$ cat src/rtl/lru_ch_arbiter.sv
// Least-recently-used channel arbiter: picks the oldest eligible channel, holds the
// grant until the queue selects, the request vanishes, or a timeout expires.
module lru_ch_arbiter #(
  parameter int TIMEOUT = 8
) (
  input  logic       clk,
  input  logic       rst,
  input  logic [3:0] p_lru_join_ch,
  input  logic [3:0] p_ch_mask,
  input  logic       p_arb_rdy,
  input  logic       p_sel_val,
  output logic       p_arb_val,
  output logic [1:0] p_arb_ch,
  output logic       p_arb_drop,
  output logic       p_lru_err
);

  typedef enum logic {IDLE, GRANT} state_t;

  state_t          state;
  logic [3:0][1:0] ord;      // ord[0] least recent .. ord[3] most recent
  logic [3:0]      cnt;

  logic [3:0]      cand;
  logic            found;
  logic [1:0]      winner;
  logic [1:0]      pos;
  logic [3:0][1:0] ord_upd;
  logic [3:0]      seen;
  logic            perm_ok;

  // NOTE: every always_comb output gets a default first so no latch is inferred.
  always_comb begin
    cand   = p_lru_join_ch & ~p_ch_mask;
    found  = 1'b0;
    winner = ord[0];
    // Scan from MRU down so the least-recent eligible slot is the one left standing.
    for (int k = 3; k >= 0; k--) begin
      if (cand[ord[k]]) begin
        found  = 1'b1;
        winner = ord[k];
      end
    end

    pos = 2'd0;
    for (int k = 0; k < 4; k++) begin
      if (ord[k] == p_arb_ch) pos = 2'(k);
    end

    ord_upd = ord;
    for (int k = 0; k < 3; k++) begin
      if (k >= int'(pos)) ord_upd[k] = ord[k+1];
    end
    ord_upd[3] = p_arb_ch;

    seen = 4'b0000;
    for (int k = 0; k < 4; k++) seen[ord[k]] = 1'b1;
    perm_ok = &seen;
  end

  // NOTE: sequential state uses non-blocking assignments only, so every reader
  // of a register sees its pre-edge value regardless of statement order.
  always_ff @(posedge clk) begin
    if (rst) begin
      state      <= IDLE;
      ord        <= {2'd3, 2'd2, 2'd1, 2'd0};
      cnt        <= '0;
      p_arb_val  <= 1'b0;
      p_arb_ch   <= 2'd0;
      p_arb_drop <= 1'b0;
      p_lru_err  <= 1'b0;
    end else begin
      p_arb_drop <= 1'b0;
      if (!perm_ok) p_lru_err <= 1'b1;

      case (state)
        IDLE: begin
          if (found && p_arb_rdy) begin
            state     <= GRANT;
            p_arb_val <= 1'b1;
            p_arb_ch  <= winner;
            cnt       <= '0;
          end
        end
        GRANT: begin
          // Selection beats request withdrawal, which beats the timeout.
          if (p_sel_val) begin
            state     <= IDLE;
            p_arb_val <= 1'b0;
            ord       <= ord_upd;
          end else if (!p_lru_join_ch[p_arb_ch] || cnt == 4'(TIMEOUT - 1)) begin
            state      <= IDLE;
            p_arb_val  <= 1'b0;
            p_arb_drop <= 1'b1;
          end else begin
            cnt <= cnt + 4'd1;
          end
        end
      endcase
    end
  end

endmodule

$ cat config.mk
export PLATFORM = sky130hd
export DESIGN_NAME = lru_ch_arbiter
export DESIGN_NICKNAME = d
export VERILOG_FILES = /design/src/rtl/lru_ch_arbiter.sv
export SDC_FILE = /design/constraint.sdc
export NUM_CORES = 1
export LEC_CHECK = 0
export BUFFER_PORTS_ARGS = -buffer_cell sky130_fd_sc_hd__buf_2
export CAP_MARGIN = 15
export CORE_MARGIN = 3
export CORE_UTILIZATION = 51
export CTS_CLUSTER_DIAMETER = 120
export DETAILED_ROUTE_END_ITERATION = 12
export PLACE_DENSITY_LB_ADDON = 0.15
export SETUP_SLACK_MARGIN = 0.3
export SYNTH_ARGS = -nofsm -noshare
export SYNTH_HDL_FRONTEND = slang
export SYNTH_SLANG_ARGS = --single-unit
$ cat constraint.sdc
create_clock -name clk -period 1.5 [get_ports clk]
set_input_delay 0.15 -clock clk [delete_from_list [all_inputs] [get_ports clk]]
set_output_delay 0.15 -clock clk [all_outputs]
set_load 0.05 [all_outputs]
After elaboration in Yosys (flattened, before gate mapping) --
Cells that the tools add are included.
Word-level totals: flip-flop bits (word level) 18, output and inout port bits 5
Cells by class: add/sub/neg operators 1, $lt $le $gt $ge 12, eq/ne operators 8, multiplexer cells 42, bitwise operators 6, reductions and logical operators 16
Operators by type and width (count):
- 1-bit two-way mux | 21
- 2-bit by 3-bit less-than comparator with 1-bit output, second input constant | 5
- 2-bit two-way mux | 6
- 4-bit two-way mux | 3
- 4-bit bitwise OR | 3
- 3-bit AND reduction | 4
- 1-bit binary-select mux with 2-bit select | 5
- 1-bit demux with 2-bit select | 4
- 2-bit by 1-bit >= comparator with 1-bit output, second input constant | 4
- 4-bit one-hot mux with 2 select lines | 1
- 2-bit == test | 3
- 2-bit != test, second input constant | 3
- 2-bit AND reduction | 3
- 1-bit logical AND | 5
- 4-bit by 1-bit adder with 4-bit output, second input constant | 1
- 4-bit bitwise AND | 1
- 4-bit by 3-bit == test with 1-bit output, second input constant | 1
- 1-bit by 2-bit >= comparator with 1-bit output, first input constant | 2
- 4-bit NOT | 1
- 1-bit one-hot mux with 2 select lines | 2
- 4-bit AND reduction | 1
- 3-bit by 2-bit != test with 1-bit output, second input constant | 1
- 3-bit OR reduction | 1
- 2-bit >= comparator, first input constant | 1
- other kinds (3) | 3

Longest topological paths before layout --
Gate-level depths: netlist of the first run.
depth after elaboration 11, gate-level depth with buffers 6, gate-level depth less buffers 6

Worst setup path after synthesis of the first run --
No wires, ideal clock.
path kind reg2reg, start point reg p_arb_ch[0], end point reg cnt[2], library setup time 0.133 ns, data arrival time 1.812 ns, data required time 1.367 ns, setup slack -0.445 ns, stages on the path, launching flop included 7, buffers on the path 1, clock period less this slack 1.945 ns, cells stage by stage dfxtp_1 -> buf_6 -> mux4_2 -> and2_4 -> and3_1 -> xnor2_1 -> nor3_1
Between the ends: cells in the longest elaborated chain, start to end 6
RTL lines:
- start: declaration | RTL line 13 | output logic [1:0] p_arb_ch,
- start signal: assignment | RTL line 81 | p_arb_ch <= winner;
- 1-bit binary-select mux with 2-bit select | RTL line 91 | end else if (!p_lru_join_ch[p_arb_ch] || cnt == 4'(TIMEOUT - 1)) begin
- 1-bit two-way mux (not written as such) | RTL line 91
- 1-bit zero test | RTL line 91
- 1-bit logical OR | RTL line 91
- 2-bit != test (no source line)
- 3-bit AND reduction (no source line)
- end signal: assignment | RTL line 96 | cnt <= cnt + 4'd1;
- end: declaration | RTL line 22 | logic [3:0] cnt;
No other way between the ends. The select of a mux whose other input is x is not followed. A chain may end at the register's enable or synchronous reset.

Worst setup path after layout of the first run --
start point reg ord[3] (netlist name), end point reg p_arb_ch[0]
Between the ends: cells in the longest elaborated chain, start to end 6, elaborated cells between the ends (all ways) 8, those cells by class mux (6); reduce/logical (2)
RTL lines:
- start: declaration | RTL line 21 | logic [3:0][1:0] ord;
- start signal: assignment | RTL line 66 | ord <= {2'd3, 2'd2, 2'd1, 2'd0};
- start signal: assignment | RTL line 90 | ord <= ord_upd;
- 1-bit binary-select mux with 2-bit select * | RTL line 39 | if (cand[ord[k]]) begin
- 1-bit two-way mux (not written as such) * | RTL line 39
- 1-bit two-way mux (2 in a row) | RTL line 39
- 1-bit logical AND | RTL line 78 | if (found && p_arb_rdy) begin
- 2-bit AND reduction (no source line)
Every way passes the cells marked *; elsewhere a longest branch is shown, timed or not. The select of a mux whose other input is x is not followed.

==> flow_metrics.env, run 1 <==
export IMPL_status="complete, but fails checks"
export IMPL_violations="setup timing"
export IMPL_die_area_um2=3120
export IMPL_ir_worst_vdd_v=0.000805
export IMPL_netlist_top_cell_by_area="dfxtp_1"
export IMPL_dr_first_iter_drc_count=191
export IMPL_antennaDiodeCount=0
export IMPL_core_area_um2=2280
export IMPL_initial_utilization_pct=55.7
export IMPL_worstPathRequired_ns=1.69
export IMPL_leakage_power_total_uw=0.000899
export IMPL_row_count=17
export IMPL_clockBufferDepth=2
export IMPL_cts_clk_slew_worst_paths_ns=0.11
export IMPL_p_per_area_nw_per_um2=792
export IMPL_slew_violations=0
export IMPL_cts_inserted_buffers=3
export IMPL_tritoncts="built"
export IMPL_clock_tree_root_cell="clkbuf_4"
export IMPL_netlist_area_um2=1270
export IMPL_area_share_of_the_largest_cell_type_after_synthesis_pct=28.4
export IMPL_fillers=79
export IMPL_synth_enable_flop_cells=0
export IMPL_slew_limit_headroom_pct=69.8
export IMPL_timing_fmax_mhz=590
export IMPL_critical_path_n_buffers_inverters=0
export IMPL_htree_levels=1
export IMPL_timing_critical_path_from_type="flip-flop"
export IMPL_critical_path_arrival_ns=1.88
export IMPL_min_delay_path_depth=3
export IMPL_path_class="reg2reg"
export IMPL_syn_avg_cell_area_um2=8.24
export IMPL_cts_hold_fix_buffers=0
export IMPL_drt_pass1_iterations=4
export IMPL_worst_pin_slew_ns=0.453
export IMPL_finalWorstSetupSlack_ns=-0.195
export IMPL_slowest_stage="or4_4"
export IMPL_first_global_vias=1462
export IMPL_fp_dieH_um=55.9
export IMPL_synth_yosys_seq_area_share_pct=28.4
export IMPL_antenna_violations_before_repair=0
export IMPL_synth_warning_count=0
export IMPL_synth_commonest_cells="dfxtp_1 (18), nor2_1 (14), nand2_1 (12)"
export IMPL_dr_total_vias=1593
export IMPL_clock_skew_ns=0.0118
export IMPL_critical_path_top_delay_family="simple AND/OR/NAND/NOR gates"
export IMPL_hpwlAfterDp_um=2760
export IMPL_pin_count=17
export IMPL_post_layout_nonfiller_instances=244
export IMPL_gpl_final_weighted_congestion=0.953
export IMPL_remaining_drc_errors=0
export IMPL_global_route_overflow_total=0
export IMPL_synth_net_count=167
export IMPL_unrepaired_setup_endpoints_after_global_routing="yes"
export IMPL_tritoncts_num_sinks=18
export IMPL_largest_net_degree_at_the_start_of_global_routing=22
export IMPL_worstRegToRegCells=5
export IMPL_ratio_of_cells_with_drive_above_1_in_the_final_layout_pct=55.6
export IMPL_final_period_utilization_pct=113
export IMPL_final_setup_viol_count=14
export IMPL_synthesis_instances=154
export IMPL_timing_hold_violations_final=0
export IMPL_final_min_clock_period_ns=1.70
export IMPL_synth_main_ff_cell="dfxtp_1"
export IMPL_postPlaceCellArea_um2=1670
export IMPL_hold_worst_slack_ns=0.251
export IMPL_placed_cells_incl_taps=227
export IMPL_worst_skew_pair_late_latency_ns=0.30
export IMPL_final_util_pct=91.3
export IMPL_place_worst_setup_slack_ns=-0.169
export IMPL_cp_max_fo=5
export IMPL_synth_ff_latch_count=18
export IMPL_crit_end_element="flip-flop"
export IMPL_grt_first_pass_wirelength_um=6840
export IMPL_synthArstFlopShare_pct=0
export IMPL_final_area_um2=2080
export IMPL_delay_of_the_slowest_critical_path_stage_ns=0.51
export IMPL_post_synth_top_count_cell="dfxtp_1"
export IMPL_crit_top_cell="o211ai_1"
export IMPL_grtUsageTotal_pct=27.9
export IMPL_drv_max_cap_violation_count=0
export IMPL_path_cells="nor4bb_1 > a21o_2 > or4_4 > o211ai_1 > o211ai_1"
export IMPL_route_final_wire_length_um=5440
export IMPL_post_drt_via_cell_ratio=6.53
export IMPL_yosysUniqueCellTypes=49
export IMPL_wire_per_inst_um=22.3
export IMPL_worstHoldPathType="in2reg"
export IMPL_nNetsFinal=230
export IMPL_path_depth=5
export IMPL_floorplan_die_width_um=55.9
export IMPL_area_growth_pct=63.7
export IMPL_port_buffer_count=16
export IMPL_synth_top_cells_by_area="dfxtp_1 (28%), nor2b_1 (4.4%), a21oi_1 (4.3%), nor2_1 (4.1%), nand2_1 (3.6%)"
export IMPL_number_of_nets_with_antenna_violations_after_routing=0
==> area by class of cell <==
type                    count  area, um2  share of cell area (%)
clock buffers               4       36.3                    1.75
inverters                   2       7.51                   0.361
multi-input cells         126       1080                    52.0
flip-flops and latches     18        389                    18.7
well taps                  28       35.0                    1.69
repair buffers             66        528                    25.4
==> power by group <==
group          internal [uW]  switching [uW]
registers                514            62.5
logic                    377             392
clock network            148             153
total                   1040             607
==> what timing repair did <==
action / in CTS / in global routing
buffers inserted: 5 / 8
gates resized for setup: 38 / 27
pin swaps: 10 / 7
endpoints found under the setup margin: 17 / 18
==> layout by cell type (no fill, tap or decap), types with 3 or more instances in the layout <==
| master | instances |
|---|---|
| or3_1 | 3 |
| o21ai_1 | 4 |
| nand2_4 | 3 |
| buf_4 | 35 |
| nor2_1 | 11 |
| dfxtp_4 | 7 |
| a211o_1 | 4 |
| a21oi_2 | 4 |
| xnor2_1 | 3 |
| nor2b_1 | 7 |
| buf_2 | 14 |
| clkbuf_4 | 4 |
| o211ai_1 | 3 |
| mux2i_1 | 4 |
| dfxtp_1 | 9 |
| a21oi_1 | 6 |
| nand3_1 | 4 |
| nand2b_1 | 5 |
| buf_6 | 14 |
| nand2_1 | 10 |
==> final timing paths <==
path | startpoint | endpoint | slack, ns
setup / recovery | ord[3] | p_arb_ch[0] | -0.20
setup reg to reg | ord[3] | p_arb_ch[0] | -0.20
hold reg to reg | p_arb_val | p_arb_val | 0.51
hold / removal | p_sel_val | ord[6] | 0.25
==> worst reg2reg max path: cells and delay by family (launching register included) <==
kind | cells | cell delay [ns]
compound gates | 3 | 0.57
simple gates | 2 | 0.66
flops | 1 | 0.38
==> flip-flops by register name, indices dropped and copies added (netlist names) <==
name,flops
p_arb_ch,2
state,1
ord,8
p_arb_drop,1
cnt,4
p_arb_val,1
p_lru_err,1
==> routing by layer <==
layer	part of all wire [%]	vias to the layer above	GRT usage, %
met5	0	-	0
met4	6.9	0	11.5
met3	7.4	48	6.50
met2	49	104	50.5
met1	37	753	31.1
li1	-	688	-
==> through the flow <==
step / power, uW / setup TNS (ns)
final: 1650 / -1.80
after global routing: 1710 / -2.56
after CTS: 1500 / -0.444
after detailed placement: 1090 / -0.766
after global placement: 1070 / -0.347
after floorplan: 913 / -0.713
==> cells by family after synthesis <==
family          Yosys count  synth area share [%]
buf+inv                  10                  4.54
simple gates             72                  33.3
mux                       6                  5.82
fa+ha+maj                 1                 0.986
compound gates           40                  22.1
flops                    18                  28.4
xor+xnor                  7                  4.83
(Power assumes the default switching activity.)
==> run 2, diff against run 1 <==
--- a/config.mk
+++ b/config.mk
@@ -5,7 +5,7 @@
 export SDC_FILE = /design/constraint.sdc
 export NUM_CORES = 1
 export LEC_CHECK = 0
-export BUFFER_PORTS_ARGS = -buffer_cell sky130_fd_sc_hd__buf_2
+export BUFFER_PORTS_ARGS = -buffer_cell sky130_fd_sc_hd__buf_4
 export CAP_MARGIN = 15
 export CORE_MARGIN = 3
 export CORE_UTILIZATION = 51
==> run 2 against run 1 <==
  * The flow still finishes with violations (setup timing)
  * Clock-buffer cell count stayed put
  * Register-to-register slack better by 0.05 ns
  * Combinational power is 12% lower
  * Hold slack got worse by 0.083 ns
  * First-iteration DRC count is 58% lower
  * Global-route usage is 0.37 points lower
  * Utilization decreased by 3.4 points
  * Clock power increased by 13%
  * Power down 3.0%
  * Critical path type unchanged
  * Critical endpoint unchanged
  * Largest power group unchanged
==> flow_metrics.env, run 2 (synthesis results as in run 1) <==
export IMPL_layout_commonest_cell="buf_4"
export IMPL_wire_per_inst_um=19.6
export IMPL_gpl_final_weighted_congestion=0.929
export IMPL_ratio_of_cells_with_drive_above_1_in_the_final_layout_pct=55.9
export IMPL_cts_clk_slew_worst_paths_ns=0.13
export IMPL_grtUsageTotal_pct=27.5
export IMPL_fp_dieH_um=55.9
export IMPL_path_class="reg2reg"
export IMPL_critical_path_top_delay_family="simple AND/OR/NAND/NOR gates"
export IMPL_delay_of_the_slowest_critical_path_stage_ns=0.49
export IMPL_post_drt_via_cell_ratio=6.33
export IMPL_cp_max_fo=5
export IMPL_remaining_drc_errors=0
export IMPL_antennaDiodeCount=0
export IMPL_number_of_nets_with_antenna_violations_after_routing=0
export IMPL_largest_net_degree_at_the_start_of_global_routing=22
export IMPL_clockBufferDepth=2
export IMPL_slowest_stage="or4_4"
export IMPL_core_area_um2=2280
export IMPL_fillers=113
export IMPL_worstHoldPathType="in2reg"
export IMPL_htree_levels=1
export IMPL_flip_flop_count_of_the_largest_register_after_layout=8
export IMPL_cts_inserted_buffers=3
export IMPL_slew_violations=0
export IMPL_unrepaired_setup_endpoints_after_global_routing="yes"
export IMPL_timing_fmax_mhz=609
export IMPL_timing_hold_violations_final=0
export IMPL_drt_pass1_iterations=4
export IMPL_crit_end_element="flip-flop"
export IMPL_clock_skew_ns=0.0120
export IMPL_critical_path_n_buffers_inverters=0
export IMPL_hold_worst_slack_ns=0.168
export IMPL_cts_hold_fix_buffers=0
export IMPL_path_cells="nor2b_4 > a22o_4 > or4_4 > o211ai_1 > o211ai_1"
export IMPL_drv_max_cap_violation_count=0
export IMPL_worstPathRequired_ns=1.72
export IMPL_die_area_um2=3120
export IMPL_final_area_um2=2000
export IMPL_clock_tree_root_cell="clkbuf_4"
export IMPL_top_regs="ord: 8 flops, cnt: 4 flops, p_arb_ch: 2 flops"
export IMPL_final_min_clock_period_ns=1.64
export IMPL_floorplan_die_width_um=55.9
export IMPL_hpwlAfterDp_um=2870
export IMPL_port_buffer_count=16
export IMPL_timing_critical_path_from_type="flip-flop"
export IMPL_dr_first_iter_drc_count=81
export IMPL_area_growth_pct=57.6
export IMPL_antenna_violations_before_repair=0
export IMPL_row_count=17
export IMPL_pin_count=17
export IMPL_first_global_vias=1480
export IMPL_violations="setup timing"
export IMPL_worst_skew_pair_late_latency_ns=0.33
export IMPL_postPlaceCellArea_um2=1700
export IMPL_ir_worst_vdd_v=0.000811
export IMPL_status="complete, but fails checks"
export IMPL_worst_pin_slew_ns=0.353
export IMPL_mostFrequentLayoutCells="buf_4 (48), nor2_1 (12), nand2_1 (10), dfxtp_1 (9)"
export IMPL_tritoncts="built"
export IMPL_finalWorstSetupSlack_ns=-0.142
export IMPL_initial_utilization_pct=55.7
export IMPL_final_period_utilization_pct=109
export IMPL_tritoncts_num_sinks=18
export IMPL_p_per_area_nw_per_um2=798
export IMPL_dr_total_vias=1468
export IMPL_route_final_wire_length_um=4540
export IMPL_leakage_power_total_uw=0.000854
export IMPL_regMostFlops="ord"
export IMPL_critical_path_arrival_ns=1.87
export IMPL_global_route_overflow_total=0
export IMPL_nNetsFinal=218
export IMPL_slew_limit_headroom_pct=76.3
export IMPL_final_setup_viol_count=9
export IMPL_crit_top_cell="o211ai_1"
export IMPL_grt_first_pass_wirelength_um=6810
run 2: cell count changes in the layout (fill, tap and decap cells not counted), sizes merged:
cell	before	now
buf	65	54
clkbuf	5	4
run 2: path summary, 6_finish.rpt:
path                       to  cells past startpoint  slack [ns]      start
hold / removal         ord[1]                      2        0.17        rst
hold reg to reg     p_arb_val                      2        0.51  p_arb_val
setup reg to reg  p_arb_ch[0]                      5       -0.14     ord[4]
setup / recovery  p_arb_ch[0]                      5       -0.14     ord[4]
run 2: worst register-to-register path, cell delays in order (launching register included):
cell,delay (ns)
dfxtp_4,0.39
nor2b_4,0.13
a22o_4,0.26
or4_4,0.49
o211ai_1,0.18
o211ai_1,0.10
run 2: routing by layer:
layer  wire length [um]  up-vias  share of wire [%]  track usage (%)
li1                   -      664                  -                -
met1               1760      700                 39             33.0
met2               2320       86                 51             50.2
met4                136        0                3.0             9.49
met5                  0        -                  0                0
met3                327       18                7.2             3.48
run 2: area by class of cell:
| type | count | area [um2] | share of cell area, % |
|---|---|---|---|
| flip-flops and latches | 18 | 389 | 19.5 |
| repair buffers | 54 | 435 | 21.8 |
| multi-input cells | 126 | 1100 | 54.8 |
| well taps | 28 | 35.0 | 1.75 |
| clock buffers | 4 | 36.3 | 1.81 |
| inverters | 2 | 7.51 | 0.375 |
run 2: report_power, final:
part | internal [uW] | switching, uW | total, uW | leakage, uW
Sequential | 514 | 62.7 | 576 | 0.000150
Combinational | 335 | 345 | 680 | 0.000684
Clock | 149 | 191 | 340 | 0.0000210
Total | 998 | 598 | 1600 | 0.000854
run 2: timing repair:
action	in CTS	in global routing
pin swaps	6	14
setup buffers	2	0
gates resized for setup	27	27
endpoints found under the setup margin	16	18
run 2: per-stage QoR:
| stage | power, uW | util (%) | setup TNS [ns] | cells | worst slack [ns] |
|---|---|---|---|---|---|
| global route | 1650 | 87.9 | -1.41 | 232 | -0.185 |
| detailed placement | 1100 | 74.8 | -0.974 | 226 | -0.202 |
| floorplan | 913 | - | -0.713 | 154 | -0.191 |
| finish | 1600 | 87.9 | -0.816 | 232 | -0.142 |
| CTS | 1510 | 82.8 | -0.469 | 232 | -0.113 |
| global placement | 1090 | 74.8 | -0.821 | 226 | -0.187 |
